===== src/rtl/seg7_pkg.sv =====
// seg7_pkg: shared scan-state type and segment constants for the 7-segment scan controller.
package seg7_pkg;
    typedef enum logic [1:0] {IDLE, GUARD, SHOW} scan_state_e;
    localparam logic [4:0] BLANK_CODE = 5'd16;
    localparam logic [6:0] SEG_OFF = 7'h7F;
endpackage


===== src/rtl/decoder_LCD.sv =====
// decoder_LCD: hex code to active-low {g,f,e,d,c,b,a} glyph; any code above 15 is dark.
module decoder_LCD
    import seg7_pkg::*;
(
    input  logic [31:0] code,
    output logic [6:0]  seg
);
    always_comb begin
        case (code)
            32'd0:   seg = 7'b1000000;
            32'd1:   seg = 7'b1111001;
            32'd2:   seg = 7'b0100100;
            32'd3:   seg = 7'b0110000;
            32'd4:   seg = 7'b0011001;
            32'd5:   seg = 7'b0010010;
            32'd6:   seg = 7'b0000010;
            32'd7:   seg = 7'b1111000;
            32'd8:   seg = 7'b0000000;
            32'd9:   seg = 7'b0010000;
            32'd10:  seg = 7'b0001000;
            32'd11:  seg = 7'b0000011;
            32'd12:  seg = 7'b1000110;
            32'd13:  seg = 7'b0100001;
            32'd14:  seg = 7'b0000110;
            32'd15:  seg = 7'b0001110;
            default: seg = SEG_OFF;
        endcase
    end
endmodule


===== src/rtl/seg7_scan_ctrl.sv =====
// seg7_scan_ctrl: multiplexed scan of NDIG common-anode digits with a tear-free shadow value,
// per-slot anode guard interval and optional leading-zero suppression.
module seg7_scan_ctrl #(
    parameter int NDIG  = 8,
    parameter int DWELL = 50000,
    parameter int GUARD = 16
) (
    input  logic            clk_i,
    input  logic            rst_ni,
    input  logic            en_i,
    input  logic            wr_en_i,
    input  logic [31:0]     wr_data_i,
    input  logic            lzs_i,
    output logic [6:0]      seg_o,
    output logic [NDIG-1:0] an_o,
    output logic            frame_done_o,
    output logic            upd_pending_o
);
    import seg7_pkg::*;

    localparam int CW = $clog2(DWELL);
    localparam int IW = NDIG > 1 ? $clog2(NDIG) : 1;
    localparam int DW = 4 * NDIG;
    localparam logic [CW-1:0] CNT_G = CW'(GUARD - 1);
    localparam logic [CW-1:0] CNT_D = CW'(DWELL - 1);
    localparam logic [IW-1:0] IDX_L = IW'(NDIG - 1);

    scan_state_e   state, nstate;
    logic [CW-1:0] cnt, ncnt;
    logic [IW-1:0] idx, nidx;
    logic [DW-1:0] shadow, nshadow, pend, rest;
    logic          pending, npending, boundary, slot_end, blank;
    logic [4:0]    code;
    logic [6:0]    glyph;

    // Outputs are built from next-state values so they change on the same edge as the state.
    always_comb begin
        slot_end = state == SHOW && cnt == CNT_D;
        boundary = en_i && slot_end && idx == IDX_L;
        nstate   = !en_i ? IDLE
                 : state == IDLE ? seg7_pkg::GUARD
                 : (state == seg7_pkg::GUARD && cnt == CNT_G) ? SHOW
                 : slot_end ? seg7_pkg::GUARD : state;
        ncnt     = (nstate == IDLE || state == IDLE || slot_end) ? '0 : cnt + 1'b1;
        nidx     = (nstate == IDLE || state == IDLE) ? '0
                 : slot_end ? (idx == IDX_L ? '0 : idx + 1'b1) : idx;
        nshadow  = (boundary && wr_en_i) ? wr_data_i[DW-1:0]
                 : ((boundary || state == IDLE) && pending) ? pend : shadow;
        npending = (boundary && wr_en_i) ? 1'b0
                 : wr_en_i ? 1'b1
                 : (boundary || state == IDLE) ? 1'b0 : pending;
        rest     = nshadow >> {nidx, 2'b00};
        blank    = lzs_i && nidx != '0 && rest == '0;
        code     = blank ? BLANK_CODE : {1'b0, rest[3:0]};
    end

    decoder_LCD u_dec (
        .code (32'(code)),
        .seg  (glyph)
    );

    always_ff @(posedge clk_i or negedge rst_ni) begin
        if (!rst_ni) begin
            state         <= IDLE;
            cnt           <= '0;
            idx           <= '0;
            shadow        <= '0;
            pend          <= '0;
            pending       <= 1'b0;
            an_o          <= '1;
            seg_o         <= SEG_OFF;
            frame_done_o  <= 1'b0;
            upd_pending_o <= 1'b0;
        end else begin
            state         <= nstate;
            cnt           <= ncnt;
            idx           <= nidx;
            shadow        <= nshadow;
            pending       <= npending;
            if (wr_en_i) pend <= wr_data_i[DW-1:0];
            an_o          <= nstate == SHOW ? ~(NDIG'(1) << nidx) : '1;
            // The glyph is latched during the guard and held through SHOW so lzs_i changes wait a slot.
            seg_o         <= nstate == IDLE ? SEG_OFF : nstate == seg7_pkg::GUARD ? glyph : seg_o;
            frame_done_o  <= boundary;
            upd_pending_o <= npending;
        end
    end
endmodule


===== config.mk =====
export PLATFORM = sky130hd
export DESIGN_NAME = seg7_scan_ctrl
export DESIGN_NICKNAME = d
export VERILOG_FILES = /design/src/rtl/seg7_pkg.sv /design/src/rtl/decoder_LCD.sv /design/src/rtl/seg7_scan_ctrl.sv
export SDC_FILE = /design/constraint.sdc
export NUM_CORES = 1
export LEC_CHECK = 0
export CORE_MARGIN = 2
export CORE_UTILIZATION = 60
export DETAILED_ROUTE_END_ITERATION = 12
export DONT_BUFFER_PORTS = 1
export GPL_TIMING_DRIVEN = 0
export PLACE_DENSITY = 0.74
export SKIP_LAST_GASP = 1
export SLEW_MARGIN = 0
export SYNTH_ARGS = -nofsm -noshare
export SYNTH_HDL_FRONTEND = slang
export SYNTH_SLANG_ARGS = --single-unit

===== constraint.sdc =====
create_clock -name clk_i -period 4.3 [get_ports clk_i]
set_input_delay 0.43 -clock clk_i [delete_from_list [all_inputs] [get_ports clk_i]]
set_output_delay 0.43 -clock clk_i [all_outputs]
set_load 0.05 [all_outputs]

==> impl_summary.log <==
INFO  metric tritoncts = yes
INFO  metric post_route_cells_drive_above_1_share = 0.197
INFO  metric postPlaceCellArea = roughly 5600 sq um
INFO  metric syn_area = 5430 sq um
INFO  metric leakagePower = between 0.002 and 0.0025 uW
INFO  metric yosys.cell_types.count = just over 60
INFO  metric detailroute.via_count = around 4300
INFO  metric synthesis.nets = 592
INFO  metric placementRows = 34
INFO  metric asyncSetResetFlopFracSynth = 1.00
INFO  metric crit_slowest_cell = sky130_fd_sc_hd__or4_4
INFO  metric clock-sinks = between 100 and 150
INFO  metric outcome = finished, violations left
INFO  metric grt_first_pass_wirelength = 22400 um
INFO  metric detail_route.wirelength = around 14000 um
INFO  metric finalMaxSlewViolations = 0
INFO  metric max-vdd-ir-drop = 0.218 mV
INFO  metric avgViaCountPerCell = between 6 and 7
INFO  metric port_buffers = 0
INFO  metric initialDrtViolationCount = 298
INFO  metric crit_path_frequent_cell = sky130_fd_sc_hd__buf_2
INFO  metric final_cell_mix = sky130_fd_sc_hd__dfrtp_1, sky130_fd_sc_hd__nor2_1, sky130_fd_sc_hd__mux2_2
INFO  metric die_y = 99.1 um
INFO  metric initial_core_util = 0.619
INFO  metric yosys_warnings = 0
INFO  metric cts_htree_levels = 3
INFO  metric length_of_the_first_detailed_routing_pass_in_iterations = 7
INFO  metric timing.max_cap.violations = 0
INFO  metric fin_crit = roughly 4 ns
INFO  metric drt.antenna.violating_nets = 0
INFO  metric critPathArrivalTime = between 4 and 5 ns
INFO  metric post_layout_nonfiller_instances = roughly 670
INFO  metric failed_checks = negative hold slack
INFO  metric grt_use_total = 0.288
INFO  metric cts.root.buffer_cell = sky130_fd_sc_hd__clkbuf_8
INFO  metric finClkSkew = about 0.012 ns
INFO  metric worst-slew-pin-transition = 0.760 ns
INFO  metric diodes = 0
INFO  metric clock_latency = roughly 0.37 ns
INFO  metric antenna_found_initial = 0
INFO  metric detail_route.wl_per_cell = ~20 um
INFO  metric mapped_cells = around 550
INFO  metric die_x = about 100 um
INFO  metric hpwlAfterDp = 9920 um
INFO  metric crit_chain = or4_4, nor4_4, buf_6, nand3_2, buf_2, buf_2, nor2_1, o22ai_1, nor4_2, nand3_1, a22oi_1, a31oi_1, o31ai_4, o22a_1
INFO  metric r2r_setup_slack = roughly 0.24 ns
INFO  metric synth_seq_cells = slightly above 100
INFO  metric ioPinCount = 54
INFO  metric flow.area_growth_from_synthesis = 8.51%
INFO  metric place_inst = ~650
INFO  metric clkSlewWorstSetupHoldPaths = 0.10 ns
INFO  metric grt_start_max_net_pins = 103
INFO  metric num-nets-final = approximately 600
INFO  metric gp_congestion = between 0.9 and 1
INFO  metric seq_area_frac_synth = 0.474
INFO  metric critical_path.max_stage_delay = around 0.59 ns
INFO  metric critical_path.endpoint_type = flop
INFO  metric syn_area_per_cell = around 9.9 sq um
INFO  metric finalHoldWorstSlack = -0.0260 ns
INFO  metric post-route-drc-count = 0
INFO  metric final-setup-viol-count = 0
INFO  metric power_per_cell_area = 368 nW/um^2
INFO  metric first_global_vias = around 4300
INFO  metric top_reg_cell_synth = sky130_fd_sc_hd__dfrtp_1
INFO  metric finalCritPeriodShare = 0.945
INFO  metric critical_path_class = reg -> reg
INFO  metric maximum_count_of_clock_buffers_along_a_single_path = 2
INFO  metric post_route_cell_area = 5890 sq um
INFO  metric global_route.overflow_total = 0
INFO  metric mostFrequentLayoutCell = sky130_fd_sc_hd__dfrtp_1
INFO  metric cts-buffers-inserted = 9
INFO  metric dieArea = about 10000 sq um
INFO  metric critical_path.startpoint_type = flop
INFO  metric count_of_flip_flops_with_a_built_in_enable_after_synthesis = 0
INFO  metric clock.fmax = approximately 250 MHz
INFO  metric final_hold_viol_count = 24
INFO  metric worstPathMaxFanout = 10
INFO  metric relSlewSlack = 0.493
INFO  metric coreArea = ~8800 sq um
INFO  metric hold_crit_class = in -> async
INFO  metric critical_path_required = 4.62 ns
kinds of logic (layout without fill, tap and decap cells):
family / count (synthesis) / count (layout) / share of synthesized area
adders and majority gates: 9 / 9 / 0.0208
buffers and inverters: 47 / 65 / 0.0394
xor gates and xnor gates: 13 / 13 / 0.0210
AOI/OAI and AO/OA: 128 / 128 / 0.161
muxes: 60 / 60 / 0.119
and+or+nand+nor: 187 / 187 / 0.164
DFF: 102 / 102 / 0.474
power breakdown:
part / leakage [uW] / switching [uW] / total (uW) / internal, uW
logic: 0.00110 / 245 / 416 / 171
registers: 0.00123 / 89.2 / 1160 / 1070
clock network: 0.0000970 / 367 / 595 / 229
layout make-up:
type / count / area [sq um]
sequential: 102 / 2570
multi-input combinational: 397 / 2730
timing repair buffer: 3 / 42.5
inverter: 22 / 86.3
tap: 108 / 135
clock inverter: 6 / 62.6
buffer: 24 / 131
clock buffer: 10 / 128
fill: 700 / 2880
cells in the mapped netlist, types with 8 or more instances:
library cell / count / area [sq um]
sky130_fd_sc_hd__dfrtp_1: 87 / 2180
sky130_fd_sc_hd__nor2_1: 84 / 315
sky130_fd_sc_hd__mux2_2: 38 / 428
sky130_fd_sc_hd__nand2_1: 38 / 143
sky130_fd_sc_hd__a21oi_1: 32 / 160
sky130_fd_sc_hd__a211oi_1: 26 / 195
sky130_fd_sc_hd__mux2i_1: 22 / 220
sky130_fd_sc_hd__inv_1: 20 / 75.1
sky130_fd_sc_hd__o21ai_0: 18 / 90.1
sky130_fd_sc_hd__clkbuf_1: 16 / 60.1
sky130_fd_sc_hd__dfstp_2: 15 / 394
sky130_fd_sc_hd__nand3_1: 15 / 75.1
sky130_fd_sc_hd__ha_1: 9 / 113
sky130_fd_sc_hd__o22ai_1: 9 / 56.3
sky130_fd_sc_hd__nor3_1: 8 / 40.0
through the flow:
stage / util / TNS, ns / power [uW] / worst slack (ns) / hold slack, ns
after floorplan: - / 0 / 1450 / 0.391 / 0.134
after global placement: 0.634 / -1.68 / 1530 / -0.421 / 0.136
after detailed placement: 0.634 / -1.85 / 1550 / -0.447 / 0.137
after CTS: 0.661 / 0 / 2160 / 0.0103 / 0.00494
after global routing: 0.672 / -0.0163 / 2270 / -0.0155 / 0.0160
final: 0.672 / 0 / 2170 / 0.238 / -0.0260
per-layer routing:
metal	GRT usage	part of all wire	up-vias	wire length (um)
li1	-	-	2004	-
met1	0.388	0.43	2153	5910
met2	0.482	0.49	139	6770
met3	0.0548	0.055	28	752
met4	0.0780	0.019	0	256
met5	0	0	-	0
flip-flops by register name (all words and copies together), names as in the netlist:
signal         cells
upd_pending_o      1
an_o               8
state              2
frame_done_o       1
pend              32
seg_o              7
idx                3
cnt               16
shadow            32
path summary, 6_finish.rpt:
kind                                      to  depth (start not counted)          start
worst max register to register      seg_o[0]                         14         cnt[5]
worst max-delay path                seg_o[0]                         14         cnt[5]
min in group clk_i                  pend[20]                          1  wr_data_i[20]
worst min-delay path            frame_done_o                          1         rst_ni
max in group asynchronous            an_o[3]                          1         rst_ni
worst min register to register        cnt[0]                          1         cnt[0]
worst max-delay path, delay by kind of cell, from the launching register on:
family / cells / cell delay, ns
compound gates: 5 / 1.20
simple gates: 6 / 1.69
flops: 1 / 0.46
buf+inv: 3 / 0.66
repair_timing:
item / CTS / global route
setup endpoints to repair: 7 / 7
hold buffers: 1 / 0
resized for setup: 2 / 24
hold endpoints to repair: 102 / 0
buffers inserted: 1 / 1
pin swaps: 1 / 2
(Power assumes the default switching activity.)
